File: src/rtl/fetch_unit.sv
// ---------------------------------------------------------------------------
// fetch_unit
//   Instruction-fetch front end for the RV32I core. Issues pipelined requests
//   to an IMEM with variable latency (req/gnt, in-order rvalid). Fetched words
//   are stored with their PCs in a prefetch FIFO and handed to the decoder
//   over a valid/ready handshake. A redirect flushes the FIFO and restarts
//   fetching at the new PC. Responses to requests issued before the redirect
//   are counted and dropped as they return.
//
// Optional build macro: FETCH_PERF_EN adds the perf_* saturating counters.
//
// Ports
//   clk          clock, all state changes on posedge
//   reset        asynchronous active-high reset
//   imem_req     fetch request valid
//   imem_addr    fetch address (word aligned)
//   imem_gnt     request accepted this cycle
//   imem_rvalid  response valid (returns in grant order)
//   imem_rdata   response instruction word
//   instr_valid  FIFO head valid
//   instr_data   instruction at the FIFO head (0 when empty)
//   instr_pc     PC of the FIFO head (0 when empty)
//   instr_ready  decoder consumes the head
//   redirect     branch/jump taken: flush and refetch
//   redirect_pc  new fetch PC (low 2 bits ignored)
//   perf_fetched granted requests              (FETCH_PERF_EN only)
//   perf_flushed dropped responses + flushed entries (FETCH_PERF_EN only)
//   perf_stall   cycles with no instruction and no redirect (FETCH_PERF_EN only)
// ---------------------------------------------------------------------------
module fetch_unit #(
    parameter int            AW        = 32,
    parameter int            DEPTH     = 4,
    parameter int            MAX_OUTST = 2,
    parameter logic [AW-1:0] RESET_VEC = '0
) (
    input  logic          clk,
    input  logic          reset,
    output logic          imem_req,
    output logic [AW-1:0] imem_addr,
    input  logic          imem_gnt,
    input  logic          imem_rvalid,
    input  logic [31:0]   imem_rdata,
    output logic          instr_valid,
    output logic [31:0]   instr_data,
    output logic [AW-1:0] instr_pc,
    input  logic          instr_ready,
    input  logic          redirect,
    input  logic [AW-1:0] redirect_pc
`ifdef FETCH_PERF_EN
    ,
    output logic [31:0]   perf_fetched,
    output logic [31:0]   perf_flushed,
    output logic [31:0]   perf_stall
`endif
);

    localparam int PW = $clog2(DEPTH);
    localparam int CW = $clog2(DEPTH + 1);
    localparam int OW = $clog2(MAX_OUTST + 1);

    logic [AW-1:0] r_fetch_pc;
    logic [AW-1:0] r_resp_pc;
    logic [OW-1:0] r_outst;
    logic [OW-1:0] r_discard;
    logic [CW-1:0] r_count;
    logic [PW-1:0] r_wptr;
    logic [PW-1:0] r_rptr;
    logic [AW-1:0] r_mem_pc   [DEPTH];
    logic [31:0]   r_mem_data [DEPTH];

    logic          w_grant;
    logic          w_drop;
    logic          w_push;
    logic          w_pop;
    logic [OW-1:0] w_outst_after_resp;
    logic [AW-1:0] w_target;

    assign w_target = {redirect_pc[AW-1:2], 2'b00};

    // Space check counts words already buffered plus live (non-stale) requests
    // in flight, so the FIFO can never overflow. Gated by reset so the request
    // is low while reset is held.
    assign imem_req = !reset && !redirect
                    && (int'(r_outst) < MAX_OUTST)
                    && (int'(r_count) + int'(r_outst) - int'(r_discard) < DEPTH);
    assign imem_addr = r_fetch_pc;

    assign w_grant = imem_req && imem_gnt;
    // A response is stale if it belongs to a pre-redirect request, or if it
    // arrives in the very cycle of a redirect.
    assign w_drop  = imem_rvalid && (redirect || (r_discard != '0));
    assign w_push  = imem_rvalid && !w_drop;
    assign w_pop   = instr_valid && instr_ready && !redirect;
    assign w_outst_after_resp = r_outst - OW'(imem_rvalid);

    always_ff @(posedge clk or posedge reset) begin
        if (reset) begin
            r_fetch_pc <= RESET_VEC;
            r_resp_pc  <= RESET_VEC;
            r_outst    <= '0;
            r_discard  <= '0;
            r_count    <= '0;
            r_wptr     <= '0;
            r_rptr     <= '0;
        end else begin
            // No grant can coincide with a redirect, since the request is
            // suppressed in that cycle.
            r_outst <= w_outst_after_resp + OW'(w_grant);
            if (redirect) begin
                r_fetch_pc <= w_target;
                r_resp_pc  <= w_target;
                r_discard  <= w_outst_after_resp;
                r_count    <= '0;
                r_wptr     <= '0;
                r_rptr     <= '0;
            end else begin
                if (w_grant) begin
                    r_fetch_pc <= r_fetch_pc + AW'(4);
                end
                if (w_push) begin
                    r_resp_pc <= r_resp_pc + AW'(4);
                    r_wptr    <= r_wptr + PW'(1);
                end
                if (w_pop) begin
                    r_rptr <= r_rptr + PW'(1);
                end
                if (w_drop) begin
                    r_discard <= r_discard - OW'(1);
                end
                r_count <= r_count + CW'(w_push) - CW'(w_pop);
            end
        end
    end

    // FIFO storage needs no reset: entries are only read while counted valid.
    always_ff @(posedge clk) begin
        if (w_push) begin
            r_mem_pc[r_wptr]   <= r_resp_pc;
            r_mem_data[r_wptr] <= imem_rdata;
        end
    end

    assign instr_valid = (r_count != '0);
    assign instr_data  = instr_valid ? r_mem_data[r_rptr] : '0;
    assign instr_pc    = instr_valid ? r_mem_pc[r_rptr]   : '0;

`ifdef FETCH_PERF_EN
    logic [31:0] r_perf_fetched;
    logic [31:0] r_perf_flushed;
    logic [31:0] r_perf_stall;
    logic [31:0] w_flush_inc;

    function automatic logic [31:0] sat_add(input logic [31:0] a, input logic [31:0] b);
        logic [32:0] s;
        s = {1'b0, a} + {1'b0, b};
        return s[32] ? '1 : s[31:0];
    endfunction

    // Entries still in the FIFO at a redirect count as flushed, including a
    // head that the decoder was accepting in that same cycle.
    assign w_flush_inc = (redirect ? 32'(r_count) : 32'd0) + 32'(w_drop);

    always_ff @(posedge clk or posedge reset) begin
        if (reset) begin
            r_perf_fetched <= '0;
            r_perf_flushed <= '0;
            r_perf_stall   <= '0;
        end else begin
            r_perf_fetched <= sat_add(r_perf_fetched, 32'(w_grant));
            r_perf_flushed <= sat_add(r_perf_flushed, w_flush_inc);
            r_perf_stall   <= sat_add(r_perf_stall, 32'(!instr_valid && !redirect));
        end
    end

    assign perf_fetched = r_perf_fetched;
    assign perf_flushed = r_perf_flushed;
    assign perf_stall   = r_perf_stall;
`endif

endmodule

File: config.mk
export PLATFORM = sky130hd
export DESIGN_NAME = fetch_unit
export DESIGN_NICKNAME = d
export VERILOG_FILES = /design/src/rtl/fetch_unit.sv
export SDC_FILE = /design/constraint.sdc
export NUM_CORES = 1
export LEC_CHECK = 0
export ABC_CLOCK_PERIOD_IN_PS = 5800
export CAP_MARGIN = 20
export CELL_PAD_IN_SITES_DETAIL_PLACEMENT = 0
export CELL_PAD_IN_SITES_GLOBAL_PLACEMENT = 1
export CORE_ASPECT_RATIO = 0.75
export CORE_MARGIN = 8
export CORE_UTILIZATION = 40
export DETAILED_ROUTE_END_ITERATION = 6
export HOLD_SLACK_MARGIN = 0.02
export PLACE_DENSITY = 0.73
export SLEW_MARGIN = 20
export SYNTH_ARGS = -nofsm -noshare
export SYNTH_HDL_FRONTEND = slang
export SYNTH_SLANG_ARGS = --single-unit
File: constraint.sdc
create_clock -name clk -period 5.8 [get_ports clk]
set_input_delay 1.16 -clock clk [delete_from_list [all_inputs] [get_ports clk]]
set_output_delay 1.16 -clock clk [all_outputs]
set_load 0.02 [all_outputs]
==> flow_summary.yaml <==
cts:
  tritoncts: "built"
  clock_sinks: 319
  clk_latency_ps: 560
  clock_tree.buffer_depth: 3
  clk_pin_slew_ps: 60
  cts_post_setup_buffers_inserted: 0
  cts-root-buf: "sky130_fd_sc_hd__clkbuf_16"
  h-tree-depth: 1
  cts.repair.resized: 0
  numCtsBuffers: 31
  cts-hold-fix-buffers: 0
floorplan:
  floorplan.die_area_sq_mm: 0.0404
  rows: 58
  die_width_um: 230
  initial_core_util_pct: 40.7
  ioPinCount: 168
  fp.coreArea_sq_mm: 0.0336
  die_h_um: 176
route:
  route.detailed.drc: 0
  total_vias_in_the_final_route: 7675
  detailedRoute.firstIterationViolations: 581
  drt_first_pass_iters: 7
  wire_per_inst_um: 20.8
  postRouteWirelength_mm: 30.5
  ratio_of_routed_vias_to_standard_cells: 5.22
  drt.antenna.violating_nets: 0
global_routing:
  track_usage_pct: 14.8
  grt_pass1_wl_mm: 47.7
  grt_start_max_net_pins: 66
  first_global_vias: 7988
  antenna_violations_before_repair: 0
  globalRoute.totalOverflow: 0
setup_path:
  crit_path_frequent_cell: "sky130_fd_sc_hd__inv_1"
  regToRegSetupSlack_ps: 2620
  r2r_cells: 9
  timing.critical_path.depth: 8
  rr_startpoint: "r_outst[1]"
  start_kind: "flop"
  arrival_ps: 3520
  path_class: "flop to output pin"
  cp.buffers_inverters: 3
  endpoint_kind: "output pin"
  crit_path_top_delay_cell: "sky130_fd_sc_hd__clkdlybuf4s50_1"
  critical_path.top_delay_family: "adder cells"
  worst-endpoint-required_ps: 4640
  path_cells: "inv_1 > fa_1 > inv_1 > ha_1 > and3b_1 > o221a_2 > nor3_1 > clkdlybuf4s50_1"
  path_max_fanout: 20
  r2r-end: "imem_addr[24]"
  critPathMaxStageDelay_ps: 650
timing:
  setup_total_negative_slack_ps: 0
  final_setup_skew_ps: 9.60
  count_of_final_setup_violators: 0
  grt_setup_unrepaired: "false"
  worst_max_slew_pin_slew_ps: 1030
  slew_viol_final: 0
  finalHoldViolations: 0
  post-route-period-util_pct: 80.6
  timing.fmax_mhz: 214
  max_slew_margin_pct: 30.9
  min_clock_period_post_route_ps: 4680
synthesis:
  synth.most_common_cell: "sky130_fd_sc_hd__edfxtp_1"
  netlist.top_cell.by_area: "sky130_fd_sc_hd__edfxtp_1"
  yosys-top-cells-area: "sky130_fd_sc_hd__edfxtp_1, sky130_fd_sc_hd__dfrtp_1, sky130_fd_sc_hd__mux4_2, sky130_fd_sc_hd__and2_1, sky130_fd_sc_hd__mux2_2"
  synth.cells.most_frequent: "sky130_fd_sc_hd__edfxtp_1, sky130_fd_sc_hd__dfrtp_1, sky130_fd_sc_hd__and2_1"
  syn_avg_cell_area_sq_um: 16.4
  seq_area_frac_synth_pct: 67.4
  synth.yosys.warnings: 0
  synth_async_sr_flop_share_pct: 22.3
  synth.distinct_cells: 51
  number_of_flops_mapped_to_enable_cells_by_yosys: 248
  yosys_most_used_dff: "sky130_fd_sc_hd__edfxtp_1"
  synth_top_cell_area_share_pct: 54.4
  syn_inst: 832
  postSynthRegisterBits: 319
  post_synth_instance_area_sq_mm: 0.0137
placed_design:
  placedInstanceArea_sq_mm: 0.0158
  dpl.cell_count: 1414
  place_congestion: 0.794
  numPortBuffers: 161
  post-dp-hpwl_mm: 19.9
worst_hold_path:
  worstHoldEndpoint: "r_mem_pc[1][31]"
  hold_start: "r_resp_pc[31]"
  min_path_cells: 0
  hold_path.class: "flop to flop"
cells_and_area:
  fin_area_sq_mm: 0.0168
  stdcell_count: 1470
  num-nets-final: 1085
  final_layout_size_suffix_gt1_share_pct: 16.2
  synthToLayoutAreaGrowth_pct: 22.9
  antennaDiodeCount: 0
  finish.utilization_pct: 50.0
power_and_ir_drop:
  power_leakage_nw: 5.66
  pwr_per_cell_area_mw_per_mm2: 406
  vdd.ir_drop.worst_v: 0.000243
run_status:
  run_status: "complete, no violations"
job:
  max-cap-violations: 0
[worst max path at each step]
stage,from,end,slack (ps)
6_report,r_outst[1],imem_req,1120
5_1_grt,r_outst[1],imem_req,950
2_1_floorplan,r_outst[1],imem_req,2040
3_5_place_dp,r_outst[1],imem_req,1700
3_3_place_gp,r_outst[1],imem_req,1770
4_1_cts,r_outst[1],imem_req,1080
[worst register-to-register path: stages (launching register included)]
cell                      delay (ps)
sky130_fd_sc_hd__dfrtp_1         450
sky130_fd_sc_hd__inv_1           100
sky130_fd_sc_hd__fa_1            540
sky130_fd_sc_hd__inv_1            40
sky130_fd_sc_hd__ha_1            290
sky130_fd_sc_hd__and3b_1         190
sky130_fd_sc_hd__o221a_2         410
sky130_fd_sc_hd__or4_4           640
sky130_fd_sc_hd__xnor2_1         140
sky130_fd_sc_hd__mux2_2          260
[power by group]
part / switching (W) / internal [W] / total, W
clock: 0.000830 / 0.00113 / 0.00196
sequential: 0.000202 / 0.00263 / 0.00283
combinational: 0.00105 / 0.000998 / 0.00205
[stage by stage]
step | hold WS, ps | power, W | setup slack (ps)
3_5_place_dp | 542 | 0.00496 | 1700
2_1_floorplan | 494 | 0.00411 | 2040
6_report | 566 | 0.00683 | 1120
5_1_grt | 573 | 0.00716 | 950
4_1_cts | 559 | 0.00692 | 1080
3_3_place_gp | 527 | 0.00494 | 1770
[state kept, by name (all words and copies together) (netlist names)]
register	flops
r_resp_pc	30
imem_addr	30
r_mem_data	128
r_count	3
r_rptr	2
r_discard	2
r_outst	2
r_wptr	2
r_mem_pc	120
[layout by cell type (no fill, tap or decap), types with 3 or more instances in the layout]
cell type	instances
sky130_fd_sc_hd__inv_1	22
sky130_fd_sc_hd__a31oi_1	3
sky130_fd_sc_hd__clkbuf_1	9
sky130_fd_sc_hd__clkinv_2	3
sky130_fd_sc_hd__nor4_1	14
sky130_fd_sc_hd__and4_1	7
sky130_fd_sc_hd__dfrtp_1	69
sky130_fd_sc_hd__mux4_2	62
sky130_fd_sc_hd__xor2_1	25
sky130_fd_sc_hd__nand2b_1	3
sky130_fd_sc_hd__bufinv_16	3
sky130_fd_sc_hd__o21a_1	3
sky130_fd_sc_hd__nand2_1	18
sky130_fd_sc_hd__and2_1	65
sky130_fd_sc_hd__nor3_1	11
sky130_fd_sc_hd__clkinv_1	5
sky130_fd_sc_hd__ha_1	16
sky130_fd_sc_hd__mux2i_1	6
sky130_fd_sc_hd__buf_4	9
sky130_fd_sc_hd__and3_1	11
sky130_fd_sc_hd__a21oi_1	9
sky130_fd_sc_hd__nand3_1	18
sky130_fd_sc_hd__clkdlybuf4s50_1	161
sky130_fd_sc_hd__edfxtp_1	248
sky130_fd_sc_hd__nand4_1	35
sky130_fd_sc_hd__nor2_1	27
sky130_fd_sc_hd__xnor2_1	30
sky130_fd_sc_hd__mux2_2	36
sky130_fd_sc_hd__clkbuf_16	31
sky130_fd_sc_hd__buf_12	4
sky130_fd_sc_hd__conb_1	4
sky130_fd_sc_hd__o21ai_0	5
sky130_fd_sc_hd__a211oi_1	6
sky130_fd_sc_hd__and2_2	4
[layout make-up]
| cell class | instances | area (sq um) |
|---|---|---|
| fill | 2855 | 16800 |
| sequential | 319 | 9230 |
| multi-input combinational | 447 | 4190 |
| timing repair buffer | 174 | 1760 |
| clock buffer | 41 | 823 |
| tap | 450 | 563 |
| clock inverter | 15 | 156 |
| inverter | 24 | 90.1 |
[routing by layer]
metal  GRT usage [%]  up-vias  share of wire [%]
met5               0        -                  0
met4            2.41        0                1.3
met3            3.98       38                7.6
met2            21.6      214                 43
met1            22.1     3878                 48
li1                -     3545                  -
[cells by family (layout without fill, tap and decap cells)]
group,after synthesis,count (layout),synth area share (%)
AO/OA/AOI/OAI,40,40,1.98
XOR/XNOR,55,55,3.52
adder cells (fa/ha/maj),18,18,1.76
buffers and inverters,69,254,2.09
flip-flops,319,319,67.4
multiplexers,104,104,13.6
other,1,4,0.0274
AND/OR/NAND/NOR,226,226,9.59
No activity file was read; power rests on OpenSTA's default activity.
